### src/rtl/free_list_pkg.sv
// Shared rename-stage sizing (physical/architectural register counts, tag type)
// used by free_list and map_table.
package free_list_pkg;

    localparam int DEF_N         = 3;
    localparam int DEF_PHYS_REGS = 64;
    localparam int DEF_ARCH_REGS = 32;
    localparam int DEF_FL_SIZE   = DEF_PHYS_REGS - DEF_ARCH_REGS;
    localparam int DEF_TAG_W     = $clog2(DEF_PHYS_REGS);

    typedef logic [DEF_TAG_W-1:0] phys_tag_t;

    // Where the allocation head goes next cycle.
    typedef enum logic [1:0] {
        HEAD_HOLD    = 2'd0,
        HEAD_ADVANCE = 2'd1,
        HEAD_RECOVER = 2'd2
    } head_sel_e;

endpackage

### src/rtl/free_list_prefix_count.sv
// Exclusive prefix popcount: prefix_o[i] is the number of set bits below bit i,
// total_o the number of set bits overall.
module prefix_count
    import free_list_pkg::*;
#(
    parameter int  N  = DEF_N,
    localparam int CW = $clog2(N + 1)
) (
    input  logic [N-1:0]         bits_i,
    output logic [N-1:0][CW-1:0] prefix_o,
    output logic [CW-1:0]        total_o
);

    logic [CW-1:0] acc;

    always_comb begin
        acc      = '0;
        prefix_o = '0;
        for (int i = 0; i < N; i++) begin
            prefix_o[i] = acc;
            acc         = acc + CW'(bits_i[i]);
        end
        total_o = acc;
    end

endmodule

### src/rtl/free_list.sv
// Circular free list of physical register tags: compacted multi-slot allocation
// at the head, retirement frees at the tail, single-cycle mispredict rollback.
module free_list
    import free_list_pkg::*;
#(
    parameter int  N         = DEF_N,
    parameter int  PHYS_REGS = DEF_PHYS_REGS,
    parameter int  ARCH_REGS = DEF_ARCH_REGS,
    parameter int  FL_SIZE   = PHYS_REGS - ARCH_REGS,
    localparam int TAG_W     = $clog2(PHYS_REGS),
    localparam int CNT_W     = $clog2(FL_SIZE + 1)
) (
    input  logic                    clock,
    input  logic                    reset,
    input  logic [N-1:0]            alloc_reqs,
    output logic [N-1:0][TAG_W-1:0] alloc_tags,
    output logic                    alloc_stall,
    output logic [CNT_W-1:0]        free_count,
    input  logic [N-1:0]            free_valids,
    input  logic [N-1:0][TAG_W-1:0] free_tags,
    input  logic                    mispredict
);

    localparam int PTR_W = $clog2(FL_SIZE);
    localparam int KW    = $clog2(N + 1);

    logic [FL_SIZE-1:0][TAG_W-1:0] entries_q, entries_d;
    logic [PTR_W-1:0]              head_q, head_d;
    logic [PTR_W-1:0]              tail_q, tail_d;
    logic [PTR_W-1:0]              arch_head_q, arch_head_d;
    logic [CNT_W-1:0]              count_q, count_d;

    logic [N-1:0][KW-1:0]          alloc_prefix, free_prefix;
    logic [KW-1:0]                 alloc_total, free_total;
    logic [N-1:0][PTR_W-1:0]       alloc_idx, free_idx;
    logic                          grant;
    head_sel_e                     head_sel;

    // Offsets never exceed N <= FL_SIZE, so a single conditional subtract wraps.
    function automatic logic [PTR_W-1:0] wrap_add(input logic [PTR_W-1:0] base,
                                                  input logic [PTR_W:0]   off);
        logic [PTR_W:0] sum;
        sum = {1'b0, base} + off;
        if (sum >= (PTR_W+1)'(FL_SIZE))
            sum = sum - (PTR_W+1)'(FL_SIZE);
        return sum[PTR_W-1:0];
    endfunction

    prefix_count #(.N(N)) u_alloc_prefix (
        .bits_i   (alloc_reqs),
        .prefix_o (alloc_prefix),
        .total_o  (alloc_total)
    );

    prefix_count #(.N(N)) u_free_prefix (
        .bits_i   (free_valids),
        .prefix_o (free_prefix),
        .total_o  (free_total)
    );

    assign free_count  = count_q;
    assign alloc_stall = CNT_W'(alloc_total) > count_q;
    assign grant       = !alloc_stall && !mispredict;

    always_comb begin
        for (int i = 0; i < N; i++) begin
            alloc_idx[i]  = wrap_add(head_q, (PTR_W+1)'(alloc_prefix[i]));
            free_idx[i]   = wrap_add(tail_q, (PTR_W+1)'(free_prefix[i]));
            alloc_tags[i] = entries_q[alloc_idx[i]];
        end
    end

    // Frees land at the tail in slot order; they are never visible to the
    // allocation lookup until the following cycle.
    always_comb begin
        entries_d = entries_q;
        for (int i = 0; i < N; i++) begin
            if (free_valids[i])
                entries_d[free_idx[i]] = free_tags[i];
        end
    end

    always_comb begin
        tail_d      = wrap_add(tail_q, (PTR_W+1)'(free_total));
        arch_head_d = wrap_add(arch_head_q, (PTR_W+1)'(free_total));

        head_sel = HEAD_HOLD;
        if (mispredict)
            head_sel = HEAD_RECOVER;
        else if (!alloc_stall)
            head_sel = HEAD_ADVANCE;

        // Recovery includes same-cycle retires, so it targets the updated arch head.
        case (head_sel)
            HEAD_ADVANCE: head_d = wrap_add(head_q, (PTR_W+1)'(alloc_total));
            HEAD_RECOVER: head_d = arch_head_d;
            default:      head_d = head_q;
        endcase

        if (mispredict)
            count_d = CNT_W'(FL_SIZE);
        else
            count_d = count_q - (grant ? CNT_W'(alloc_total) : CNT_W'(0))
                              + CNT_W'(free_total);
    end

    always_ff @(posedge clock) begin
        if (reset) begin
            head_q      <= '0;
            tail_q      <= '0;
            arch_head_q <= '0;
            count_q     <= CNT_W'(FL_SIZE);
            for (int e = 0; e < FL_SIZE; e++)
                entries_q[e] <= TAG_W'(ARCH_REGS + e);
        end else begin
            head_q      <= head_d;
            tail_q      <= tail_d;
            arch_head_q <= arch_head_d;
            count_q     <= count_d;
            entries_q   <= entries_d;
        end
    end

    // A full list has nothing in flight, so a retire free would overflow it.
    always_ff @(posedge clock) begin
        if (!reset)
            assert (!((|free_valids) && (count_q == CNT_W'(FL_SIZE))));
    end

endmodule

### config.mk
export PLATFORM = sky130hd
export DESIGN_NAME = free_list
export DESIGN_NICKNAME = d
export VERILOG_FILES = /design/src/rtl/free_list_pkg.sv /design/src/rtl/free_list_prefix_count.sv /design/src/rtl/free_list.sv
export SDC_FILE = /design/constraint.sdc
export NUM_CORES = 1
export LEC_CHECK = 0
export CORE_UTILIZATION = 25
export DETAILED_ROUTE_END_ITERATION = 10
export PLACE_DENSITY = 0.47
export SKIP_CTS_REPAIR_TIMING = 1
export SYNTH_ARGS = -nofsm -noshare
export SYNTH_HDL_FRONTEND = slang
export SYNTH_SLANG_ARGS = --single-unit
### constraint.sdc
create_clock -name clock -period 5.6 [get_ports clock]
set_clock_uncertainty 0.1 [all_clocks]
set_input_delay 1.12 -clock clock [delete_from_list [all_inputs] [get_ports clock]]
set_output_delay 1.12 -clock clock [all_outputs]
set_load 0.1 [all_outputs]
# [Word-level counts from Yosys, hierarchy flattened]
# Index checks and enable logic that the tools add are counted.
# Widths: inputs -> output; s select.
[totals] regBits=213 inputBits=27 out_inout_bits=25 wordCells=118
[classes] add_sub_neg=22 magnitude_cmp=19 eq_ne=2 mux=31 reduce_logical=8
[ops] operator="$bwmux 192" n=3
[ops] operator="$mux 192" n=3
[ops] operator="$bmux 6 s5" n=3
[ops] operator="$demux 6 s5" n=3
[ops] operator="$mux 5" n=9
[ops] operator="$sub 5x1->5 const B" n=9
[ops] operator="$ge 6x6->1 const B" n=7
[ops] operator="$lt 5x6->1 const B" n=6
[ops] operator="$mux 6" n=6
[ops] operator="$add 5x2->6" n=5
[ops] operator="$ge 5x1->1 const B" n=3
[ops] operator="$add 5x1->6" n=2
[ops] operator="$ge 5x6->1 const B" n=2
[ops] operator="$pmux 5 s2" n=1
[ops] operator="$add 6x2->6" n=1
[ops] operator="$gt 2x6->1" n=1
[ops] operator="$sub 6x2->6" n=1
[ops] operator="$add 1x1->2" n=2
[ops] operator="$add 2x1->2" n=2
[ops] operator="$logic_and 1x1->1" n=4
[ops] operator="$mux 2" n=2
[ops] operator="$eq 2x1->1 const B" n=1
[ops] operator="$eq 2x2->1 const B" n=1
[ops] operator="$logic_not 1->1" n=2
[ops] operator="3 further kinds" n=3

# [Logic depth before layout (Yosys ltp)]
[logic_depth] ltp_word=12 ltp_mapped=17 depth_no_buf=17

# [Cells and area by module]
# From an unflattened synthesis, not the netlist that was laid out.
[unflattened] cells_unflattened=1685 hier_area_um2=17486.8
[by_module_without_submodules] module="free_list" n_inst=1 cells_each=1671 area_per_inst_um2=17354.1
[by_module_without_submodules] module="prefix_count" n_inst=2 cells_each=7 area_per_inst_um2=66.3

# [Worst setup path before layout]
# No wires, ideal clock.
[synth_timing] path_kind="input-to-output" startpoint="input alloc_reqs[0]" endpoint="output alloc_tags[12] in the netlist's numbering" arrival_time_ps=5467 t_required_ps=4380 slack_ps=-1087 path_stages=10 path_cell_list="ha_1 > ha_1 > inv_1 > fa_1 > buf_2 > clkbuf_1 > mux4_2 > mux2i_1 > a22o_1 > a221oi_1"
[synth_rtl] item="start: declaration" line="free_list.sv:15" text="input logic [N-1:0] alloc_reqs,"
[synth_rtl] item="end: declaration" line="free_list.sv:16" text="output logic [N-1:0][TAG_W-1:0] alloc_tags,"

==> results.json <==
{
  "status": "complete, no violations",
  "worstPathRequired_ns": 4.38,
  "timing.final.setup_violations": 0,
  "distinct_cell_type_count_after_synthesis": 77,
  "num_rows": 98,
  "wirelength_um": 83500,
  "chipWidth_um": 271,
  "antenna_found_initial": 3,
  "final_antenna_net_count": 0,
  "h_tree_lvls": 1,
  "dr.pass1.iters": 6,
  "synth.ff_latch_count": 213,
  "rr_startpoint": "tail_q[0]",
  "worstSetupPathDepth": 11,
  "path_class": "in2out",
  "power.switching_w": 0.00314,
  "yosysSeqAreaShare": 0.236,
  "cp_max_fo": 6,
  "area_of_the_die_um2": 73200,
  "critical_path_cell_with_the_highest_stage_delay": "sky130_fd_sc_hd__fa_4",
  "finish.utilization": 0.294,
  "worst-path-buf-inv": 4,
  "reg2reg_depth": 7,
  "die_height_um": 271,
  "clkPwrFrac": 0.249,
  "number_of_enable_flip_flop_cells_after_synthesis": 0,
  "drtIter0Drc": 1640,
  "hpwl_um": 59600,
  "timing.final.crit_period_ns": 5.43,
  "diodes": 0,
  "timing_max_transition_violations_final": 0,
  "port_buffers": 51,
  "grt_usage": 0.223,
  "regToRegSetupSlack_ns": 1.96,
  "hold_ws_ns": 0.413,
  "starting_density_of_the_core": 0.252,
  "synth-async-reset-ratio": 0,
  "global_route.overflow_total": 0,
  "switching_portion_of_total_power": 0.435,
  "worst_skew_pair.late_latency_ns": 0.58,
  "clock-sinks": 213,
  "mean_post_synth_cell_area_um2": 9.80,
  "drive_above_1_share": 0.295,
  "max_freq_mhz": 184,
  "clock_tree.buffer_depth": 3,
  "power_frac_comb": 0.494,
  "cts_tree": "built",
  "p_per_area_nw_per_um2": 343,
  "routedWlPerCell_um": 29.6,
  "maximum_single_stage_delay_on_the_critical_path_ns": 0.86,
  "mostFrequentLayoutCell": "sky130_fd_sc_hd__mux2i_1",
  "type_of_element_launching_the_critical_path": "input port",
  "worstHoldPathType": "reg2reg",
  "ys_dominant_reg_cell": "sky130_fd_sc_hd__dfxtp_1",
  "path_cells": "dlymetal6s2s_1 -> ha_4 -> ha_2 -> inv_1 -> fa_4 -> buf_12 -> mux4_2 -> mux2i_2 -> a22o_1 -> a221oi_2 -> clkbuf_16",
  "cts.clk_slew.worst_paths_ns": 0.06,
  "worst-endpoint-arrival_ns": 4.21,
  "synthesis.nets": 1902,
  "area_growth_pct": 16.5,
  "timing.critical_path.to": "alloc_tags[14]",
  "cts_inserted_buffers": 28,
  "place_congestion": 1.01,
  "tns_ns": 0,
  "synth.yosys.warnings": 0,
  "ios": 52,
  "detailed_route_via_count": 16469,
  "drcViolationCount": 0,
  "post-route-period-util": 0.970,
  "cpLargestDelayFamily": "adder cells",
  "maxCapViolCount": 0,
  "vias_per_cell": 5.84,
  "finalHoldViolCount": 0,
  "post_synth_inst_count": 1840,
  "clockRootBuffer": "sky130_fd_sc_hd__clkbuf_16",
  "worst_pin_slew_ns": 1.34,
  "worst_r2r_endpoint": "entries_q[31]",
  "pwr-share-seq": 0.256,
  "rsz0062_at_grt": "false",
  "cp-startpoint": "alloc_reqs[1]",
  "layout_common_cells": "sky130_fd_sc_hd__mux2i_1 (256), sky130_fd_sc_hd__dfxtp_1 (211), sky130_fd_sc_hd__mux2_2 (170), sky130_fd_sc_hd__a21oi_1 (133), sky130_fd_sc_hd__mux4_2 (126)",
  "grt_max_degree": 56,
  "reported_leakage_power_nw": 8.01,
  "relSlewSlack": 0.106,
  "core_region_area_um2": 71500,
  "finalNetCount": 1910,
  "netlist_area_um2": 18000,
  "vdd_drop_max_v": 0.000359,
  "grt_first_pass_wirelength_um": 120000,
  "p_int_w": 0.00408,
  "vias_in_the_first_global_route": 16329,
  "cp-end-kind": "primary output"
}
[worst min-delay path, delay by kind of cell, from the launching register on]
| kind | cells | cell delay, ns |
|---|---|---|
| DFF | 1 | 0.32 |
| and+or+nand+nor | 1 | 0.08 |
| xor gates and xnor gates | 1 | 0.08 |
[power by group through the flow]
stage | clock network, W | registers, W | logic [W]
5_1_grt | 0.00187 | 0.00186 | 0.00372
3_3_place_gp | 0 | 0.00188 | 0.00343
3_5_place_dp | 0 | 0.00188 | 0.00347
2_1_floorplan | 0 | 0.00181 | 0.00234
4_1_cts | 0.00182 | 0.00185 | 0.00348
6_report | 0.00180 | 0.00185 | 0.00357
[metal layers]
layer / wire (µm) / vias up / track usage
met4: 4640 / 2 / 0.112
li1: - / 7083 / -
met5: 13 / - / 0
met1: 33700 / 8366 / 0.281
met2: 39400 / 808 / 0.371
met3: 5680 / 210 / 0.0319
[registers in the layout, summed over array words and instances (netlist names)]
name         cells
arch_head_q      5
entries_q      192
free_count       6
head_q           5
tail_q           5
[cells in the mapped netlist (26+ instances only)]
| master | instances | area share |
|---|---|---|
| sky130_fd_sc_hd__a21oi_1 | 133 | 0.037 |
| sky130_fd_sc_hd__mux2i_1 | 258 | 0.14 |
| sky130_fd_sc_hd__mux2_2 | 170 | 0.11 |
| sky130_fd_sc_hd__mux4_2 | 126 | 0.16 |
| sky130_fd_sc_hd__dfxtp_1 | 213 | 0.24 |
| sky130_fd_sc_hd__buf_2 | 61 | 0.017 |
| sky130_fd_sc_hd__nand2_1 | 92 | 0.019 |
| sky130_fd_sc_hd__nand3_1 | 56 | 0.016 |
| sky130_fd_sc_hd__clkbuf_1 | 96 | 0.020 |
| sky130_fd_sc_hd__ha_1 | 26 | 0.018 |
| sky130_fd_sc_hd__nor2_1 | 68 | 0.014 |
| sky130_fd_sc_hd__a22o_1 | 31 | 0.015 |
| sky130_fd_sc_hd__o22ai_1 | 36 | 0.012 |
| sky130_fd_sc_hd__a22oi_1 | 28 | 0.012 |
| sky130_fd_sc_hd__nor3_1 | 30 | 0.0083 |
| sky130_fd_sc_hd__o21ai_0 | 102 | 0.028 |
[worst min path at each step]
stage	slack, ns	cells after the start	from	endpoint
floorplan	0.37	2	arch_head_q[4]	arch_head_q[4]
global placement	0.40	2	arch_head_q[4]	arch_head_q[4]
detailed placement	0.41	2	arch_head_q[4]	arch_head_q[4]
CTS	0.43	2	arch_head_q[4]	arch_head_q[4]
global route	0.44	2	arch_head_q[4]	arch_head_q[4]
finish	0.41	2	arch_head_q[4]	arch_head_q[4]
[logic make-up after synthesis]
kind of cell / synth area share
AOI/OAI and AO/OA: 0.162
xor gates and xnor gates: 0.00818
adders and majority gates: 0.0280
buffers and inverters: 0.0531
DFF: 0.236
muxes: 0.409
and+or+nand+nor: 0.103
[area by class of cell]
cell class / count / area [µm²]
multi-input cells: 1421 / 13000
clock buffers: 44 / 852
flip-flops and latches: 213 / 4270
well taps: 950 / 1190
fillers: 7428 / 50500
repair buffers: 163 / 1600
inverters: 21 / 78.8
clock inverters: 6 / 40.0
[metrics by stage]
stage | setup WS [ns] | cells | area (µm²) | total power [W]
2_1_floorplan | 0.00624 | 1840 | 18100 | 0.00415
3_3_place_gp | -0.233 | 2764 | 20000 | 0.00531
3_5_place_dp | -0.230 | 2764 | 20000 | 0.00535
4_1_cts | -0.231 | 2814 | 20900 | 0.00715
5_1_grt | 0.117 | 2818 | 21000 | 0.00746
6_report | 0.170 | 2818 | 21000 | 0.00721
No activity file was read; power rests on OpenSTA's default activity.
